### src/rtl/diff_io_arbiter.sv
// diff_io_arbiter
// Half-duplex line arbiter for the single-wire differential link.
// Queues outgoing codes, yields the line to incoming traffic and inserts
// guard windows before (line driven idle) and after (listen) each transmit.
//
// Ports
//   clk_in          system clock
//   rst_in          asynchronous active-high reset
//   trigger_in      strobe: push data_in into the TX queue
//   data_in         code to queue
//   drop_out        1-cycle pulse: push arrived while queue full, code lost
//   queue_count_out number of codes waiting
//   rx_busy_in      receiver busy (message arriving)
//   tx_busy_in      transmitter busy
//   tx_trigger_out  1-cycle start pulse to the transmitter
//   tx_data_out     code for the transmitter, valid with tx_trigger_out
//   diff_data_in    raw line input
//   rx_data_out     line to the receiver, forced high while driving
//   io_sel          1 = driving the line, 0 = listening
//   state_out       FSM state (IDLE=0, RECV=1, GUARD=2, TRANS=3)
module diff_io_arbiter #(
  parameter int DATA_WIDTH        = 26,
  parameter int QUEUE_DEPTH       = 4,
  parameter int TURNAROUND_CYCLES = 4
) (
  input  logic                               clk_in,
  input  logic                               rst_in,
  input  logic                               trigger_in,
  input  logic [DATA_WIDTH-1:0]              data_in,
  output logic                               drop_out,
  output logic [$clog2(QUEUE_DEPTH+1)-1:0]   queue_count_out,
  input  logic                               rx_busy_in,
  input  logic                               tx_busy_in,
  output logic                               tx_trigger_out,
  output logic [DATA_WIDTH-1:0]              tx_data_out,
  input  logic                               diff_data_in,
  output logic                               rx_data_out,
  output logic                               io_sel,
  output logic [1:0]                         state_out
);

  localparam int CW = $clog2(QUEUE_DEPTH + 1);
  localparam int PW = $clog2(QUEUE_DEPTH);
  localparam int TW = $clog2(TURNAROUND_CYCLES + 1);
  localparam logic [CW-1:0] FULL_COUNT = CW'(QUEUE_DEPTH);
  localparam logic [TW-1:0] TURN_LOAD  = TW'(TURNAROUND_CYCLES);

  typedef enum logic [1:0] {
    IDLE  = 2'd0,
    RECV  = 2'd1,
    GUARD = 2'd2,
    TRANS = 2'd3
  } state_t;

  state_t                state;
  logic [TW-1:0]         timer;
  logic [CW-1:0]         count;
  logic [PW-1:0]         wr_ptr;
  logic [PW-1:0]         rd_ptr;
  logic [DATA_WIDTH-1:0] mem [QUEUE_DEPTH];

  logic do_push;
  logic do_pop;

  // Fullness is judged on the registered count, so a push arriving on the
  // pop cycle of a full queue is still rejected.
  assign do_push = trigger_in && (count != FULL_COUNT);

  // The head leaves the queue on the edge that moves GUARD into TRANS; an
  // RX claim in the same cycle wins and nothing is popped.
  assign do_pop = (state == GUARD) && !rx_busy_in && (timer <= TW'(1)) &&
                  (count != '0);

  assign queue_count_out = count;
  assign state_out       = state;
  assign rx_data_out     = io_sel ? 1'b1 : diff_data_in;

  // Queue storage needs no reset: entries are only read behind a valid count.
  always_ff @(posedge clk_in) begin
    if (do_push) begin
      mem[wr_ptr] <= data_in;
    end
  end

  always_ff @(posedge clk_in or posedge rst_in) begin
    if (rst_in) begin
      state          <= IDLE;
      timer          <= '0;
      count          <= '0;
      wr_ptr         <= '0;
      rd_ptr         <= '0;
      io_sel         <= 1'b0;
      tx_trigger_out <= 1'b0;
      tx_data_out    <= '0;
      drop_out       <= 1'b0;
    end else begin
      tx_trigger_out <= 1'b0;
      drop_out       <= trigger_in && (count == FULL_COUNT);

      if (do_push) begin
        wr_ptr <= wr_ptr + 1'b1;
      end
      if (do_pop) begin
        rd_ptr <= rd_ptr + 1'b1;
      end
      unique case ({do_push, do_pop})
        2'b10:   count <= count + 1'b1;
        2'b01:   count <= count - 1'b1;
        default: count <= count;
      endcase

      unique case (state)
        IDLE: begin
          // The timer here is the post-transmit listen window.
          if (timer != '0) begin
            timer <= timer - 1'b1;
          end
          if (rx_busy_in) begin
            state  <= RECV;
            io_sel <= 1'b0;
            timer  <= '0;
          end else if ((count != '0) && (timer == '0)) begin
            state  <= GUARD;
            io_sel <= 1'b1;
            timer  <= TURN_LOAD;
          end
        end

        RECV: begin
          io_sel <= 1'b0;
          timer  <= '0;
          if (!rx_busy_in) begin
            state <= IDLE;
          end
        end

        GUARD: begin
          if (rx_busy_in) begin
            state  <= RECV;
            io_sel <= 1'b0;
            timer  <= '0;
          end else if (do_pop) begin
            state          <= TRANS;
            timer          <= '0;
            tx_trigger_out <= 1'b1;
            tx_data_out    <= mem[rd_ptr];
          end else if (timer != '0) begin
            timer <= timer - 1'b1;
          end
        end

        TRANS: begin
          // The transmitter cannot have reported busy yet on the trigger
          // cycle, so tx_busy_in is only trusted once the pulse has dropped.
          if (!tx_trigger_out && !tx_busy_in) begin
            state  <= IDLE;
            io_sel <= 1'b0;
            timer  <= TURN_LOAD;
          end
        end

        default: begin
          state  <= IDLE;
          io_sel <= 1'b0;
        end
      endcase
    end
  end

endmodule
### config.mk
export PLATFORM = sky130hd
export DESIGN_NAME = diff_io_arbiter
export DESIGN_NICKNAME = d
export VERILOG_FILES = /design/src/rtl/diff_io_arbiter.sv
export SDC_FILE = /design/constraint.sdc
export NUM_CORES = 1
export LEC_CHECK = 0
export ABC_AREA = 1
export CORE_MARGIN = 8
export CORE_UTILIZATION = 45
export DETAILED_ROUTE_END_ITERATION = 12
export GPL_TIMING_DRIVEN = 0
export PLACE_DENSITY = 0.72
export SYNTH_ARGS = -nofsm -noshare
export SYNTH_HDL_FRONTEND = slang
export SYNTH_SLANG_ARGS = --single-unit
### constraint.sdc
create_clock -name clk_in -period 2.1 [get_ports clk_in]
set_clock_uncertainty 0.15 [all_clocks]
set_input_delay 0.42 -clock clk_in [delete_from_list [all_inputs] [get_ports clk_in]]
set_output_delay 0.42 -clock clk_in [all_outputs]
set_load 0.01 [all_outputs]
==> results.md <==
| Parameter | This run |
|:---|:---|
| Pin count of the biggest net entering global routing | 27 |
| DR vias | 3975 |
| Most used cell, CP | sky130_fd_sc_hd__inv_2 |
| Clock root cell | sky130_fd_sc_hd__clkbuf_16 |
| Critical path launch point | timer[1] |
| Int Power | 7350 uW |
| Antenna violations before repair | 0 |
| Number of buffers on the longest clock path | 2 |
| Result of the run | finished, final reports clean |
| Routed len/inst | 17.6 microns |
| Launch instance of the worst register-to-register path | timer[1] |
| PnR Total Power | 11000 uW |
| Number of H-tree levels | 4 |
| Tot GR Track Use | 16.5% |
| Count of nets left with antenna violations after detail routing | 0 |
| Count of flip-flops with a built-in enable after synthesis | 104 |
| Clock-pin transition on the worst setup and hold timing paths | 60 ps |
| Leakage component of the power | 0.00293 uW |
| Top cell types by occurrence after synthesis | sky130_fd_sc_hd__edfxtp_1 (104), sky130_fd_sc_hd__nand2_1 (99), sky130_fd_sc_hd__nor2_1 (94) |
| Seq/Total Area, Yosys | 72.1% |
| Capturing element type of the critical path | flip-flop |
| Area share of the largest cell type after synthesis | 54.3% |
| Slowest Stage Delay on Critical Path | 390 ps |
| Register-to-register setup slack | 0.2 ps |
| Library cell contributing the largest single delay on the critical path | sky130_fd_sc_hd__dfrtp_1 |
| Post-layout util | 59.6% |
| Crit start category | flip-flop |
| 1st-pass router iterations | 5 |
| Hold_buf cts | 0 |
| HPWL after detailed placement | 8110 microns |
| Global-route wire length before repair | 21000 microns |
| Number of warnings reported in the yosys synthesis log | 0 |
| Most numerous cell in the Yosys netlist | sky130_fd_sc_hd__edfxtp_1 |
| Number of max-capacitance violations reported | 0 |
| Critical Setup Path Class | flip-flop to flip-flop |
| Clock network power share | 29.5% |
| Setup repair after global routing missed its margin | yes |
| Number of placement rows | 41 |
| Ratio of cells with drive above 1 in the final layout | 13.5% |
| Total number of clock tree sinks | 145 |
| Max_slew headroom | 37.7% |
| Synthesized instance count | 496 |
| Sw Ratio | 33.3% |
| Routability congestion estimate from global placement | 0.765 |
| Worst reg2reg endpoint | queue_count_out[2] |
| Via density per instance | 5.11 |
| Cell area after technology mapping | 5750 sq um |
| Final hold violations | 0 |
| Count of filler cells inserted in the layout | 1036 |
| Required time at the endpoint of the critical path | 2250 ps |
| CTS tree | done |
| Minimum clock period after layout | 2100 ps |
| Skew-Pair Late Insertion Delay | 410 ps |
| Achievable frequency | 0.476 GHz |
| Final Setup Violations | 0 |
| Number of violations reported at the end of detailed-routing iteration 0 | 268 |
| DRC errors left | 0 |
| P per Cell Area | 1470 nW/um^2 |
| Worst vdd ir | 0.000798 V |
| Depth of the most critical reg-to-reg path | 12 |
| Mean cell area of the mapped netlist | 11.6 sq um |
| Top post-synthesis cells by area | sky130_fd_sc_hd__edfxtp_1 (54%), sky130_fd_sc_hd__dfrtp_1 (18%), sky130_fd_sc_hd__o21ai_0 (6.5%) |
| Growth of design area from synthesis to finish | 30.2% |
| Switching power | 3670 uW |
| Number of global-route vias before repair | 4083 |
| Antenna Diode Count | 0 |
| Number of pins with negative max-slew slack in the final report | 0 |
| Unique cell type count in the Yosys netlist | 25 |
| Most used flip-flop cell after synthesis | sky130_fd_sc_hd__edfxtp_1 |
| Maximum fanout along the worst path | 3 |
| Share of the clock period used by the worst path after layout | 100% |
| Destination of the critical timing path | queue_count_out[2] |
| Yosys reg bits | 145 |
| Worst hold path type | input port to async pin |
| Post-synth ARST share | 28.3% |
| Number of nets at the end of the flow | 634 |
| Combinational power share | 32.8% |
| I/O pins | 67 |
| Slew at the pin closest to its max-slew limit | 932 ps |
| Post-Route Hold Slack | 188 ps |
| Sequential share of power | 37.7% |
| Synthesized Nets | 537 |
| Number of buffers added on ports | 66 |
| Die width | 129 microns |
| Die H | 129 microns |
| Yosys top cell by area | sky130_fd_sc_hd__edfxtp_1 |
| Non-filler instance count after layout | 778 |
| Placed insts | 735 |
| Worst-path cell chain | buf_4 -> nor2_1 -> nand2_1 -> nand2_2 -> nand3_4 -> inv_2 -> ha_4 -> inv_2 -> fa_2 -> a21oi_2 -> o21ai_1 -> xor2_1 |
| DIE AREA | 16700 sq um |
| Initial Util | 45.8% |
| Wire length reported by the detailed router | 13700 microns |
| Grt total ovfl | 0 |
| Arrival time at the worst endpoint | 2250 ps |
| Area of the core region | 12600 sq um |
| Number of buffers created by CTS | 17 |
==> repair_timing <==
item	CTS	global route
pin swaps	2	6
setup buffers	1	9
gates cloned	0	2
gates resized for setup	4	16
setup endpoints to repair	107	115
==> cells by family after synthesis <==
kind of cell | after synthesis | share of synthesized area [%]
AO/OA/AOI/OAI | 91 | 8.03
XOR/XNOR | 5 | 0.761
adder cells (fa/ha/maj) | 9 | 2.09
buffers and inverters | 46 | 3.48
flip-flops | 145 | 72.1
AND/OR/NAND/NOR | 200 | 13.5
==> metal layers <==
layer | global-route usage, % | vias up | wire length, microns
met2 | 28.7 | 127 | 6940
met3 | 4.31 | 16 | 805
li1 | - | 1873 | -
met1 | 19.5 | 1959 | 5770
met5 | 0 | - | 0
met4 | 5.60 | 0 | 149
==> final cells by class <==
class	instances	area, sq um	share of cell area, %
Sequential cell	145	4150	55.5
Multi-Input combinational cell	307	1510	20.1
Timing Repair Buffer	77	769	10.3
Clock buffer	20	467	6.23
Tap cell	172	215	2.87
Clock inverter	12	179	2.39
Buffer	21	106	1.42
Inverter	24	91.3	1.22
==> sequential cells by signal, summed over array words and instances (netlist names) <==
register         flops
drop_out             1
mem                104
io_sel               1
tx_trigger_out       1
rd_ptr               2
queue_count_out      3
state_out            2
timer                3
tx_data_out         26
wr_ptr               2
==> through the flow <==
stage	setup TNS [ps]	setup WS, ps	cell area, sq um
global placement	-182850	-1610	6640
finish	0	0.179	7490
floorplan	-33500	-322	5770
global route	-95.5	-95.5	7490
CTS	-36.2	-36.2	7350
detailed placement	-54360	-759	6690
==> worst min-delay path by stage <==
stage	startpoint	end	slack (ps)
6_report	rst_in	tx_data_out[24]	190
5_1_grt	rst_in	tx_data_out[22]	250
2_1_floorplan	tx_data_out[0]	tx_data_out[0]	360
3_5_place_dp	tx_data_out[10]	tx_data_out[10]	320
4_1_cts	rst_in	tx_data_out[24]	200
3_3_place_gp	tx_data_out[9]	tx_data_out[9]	320
==> power by group through the flow <==
stage	logic, uW	clock network, uW	registers [uW]
after floorplan	1840	0	4300
after global placement	3230	0	4200
after detailed placement	3390	0	4220
after CTS	3460	3270	4170
after global routing	4060	3390	4220
final	3610	3250	4160
==> worst max-delay path: cells and delay by family, from the launching register on <==
kind,cells,cell delay [ps]
and+or+nand+nor,4,330
adders and majority gates,2,490
DFF,1,390
xor gates and xnor gates,1,140
buffers and inverters,3,260
AOI/OAI and AO/OA,2,220
==> placed cells by master, fill, tap and decap left out, drive strengths merged <==
cell,instances
a21oi,7
buf,22
bufinv,4
clkbuf,30
clkdlybuf4s50,64
clkinv,5
clkinvlp,3
dfrtp,41
dlygate4sd2,1
dlymetal6s2s,1
edfxtp,104
fa,1
ha,8
inv,24
nand2,99
nand3,4
nor2,96
nor3,2
o211ai,1
o21ai,83
or2,1
xnor2,1
xor2,4
No activity file was read; power rests on OpenSTA's default activity.
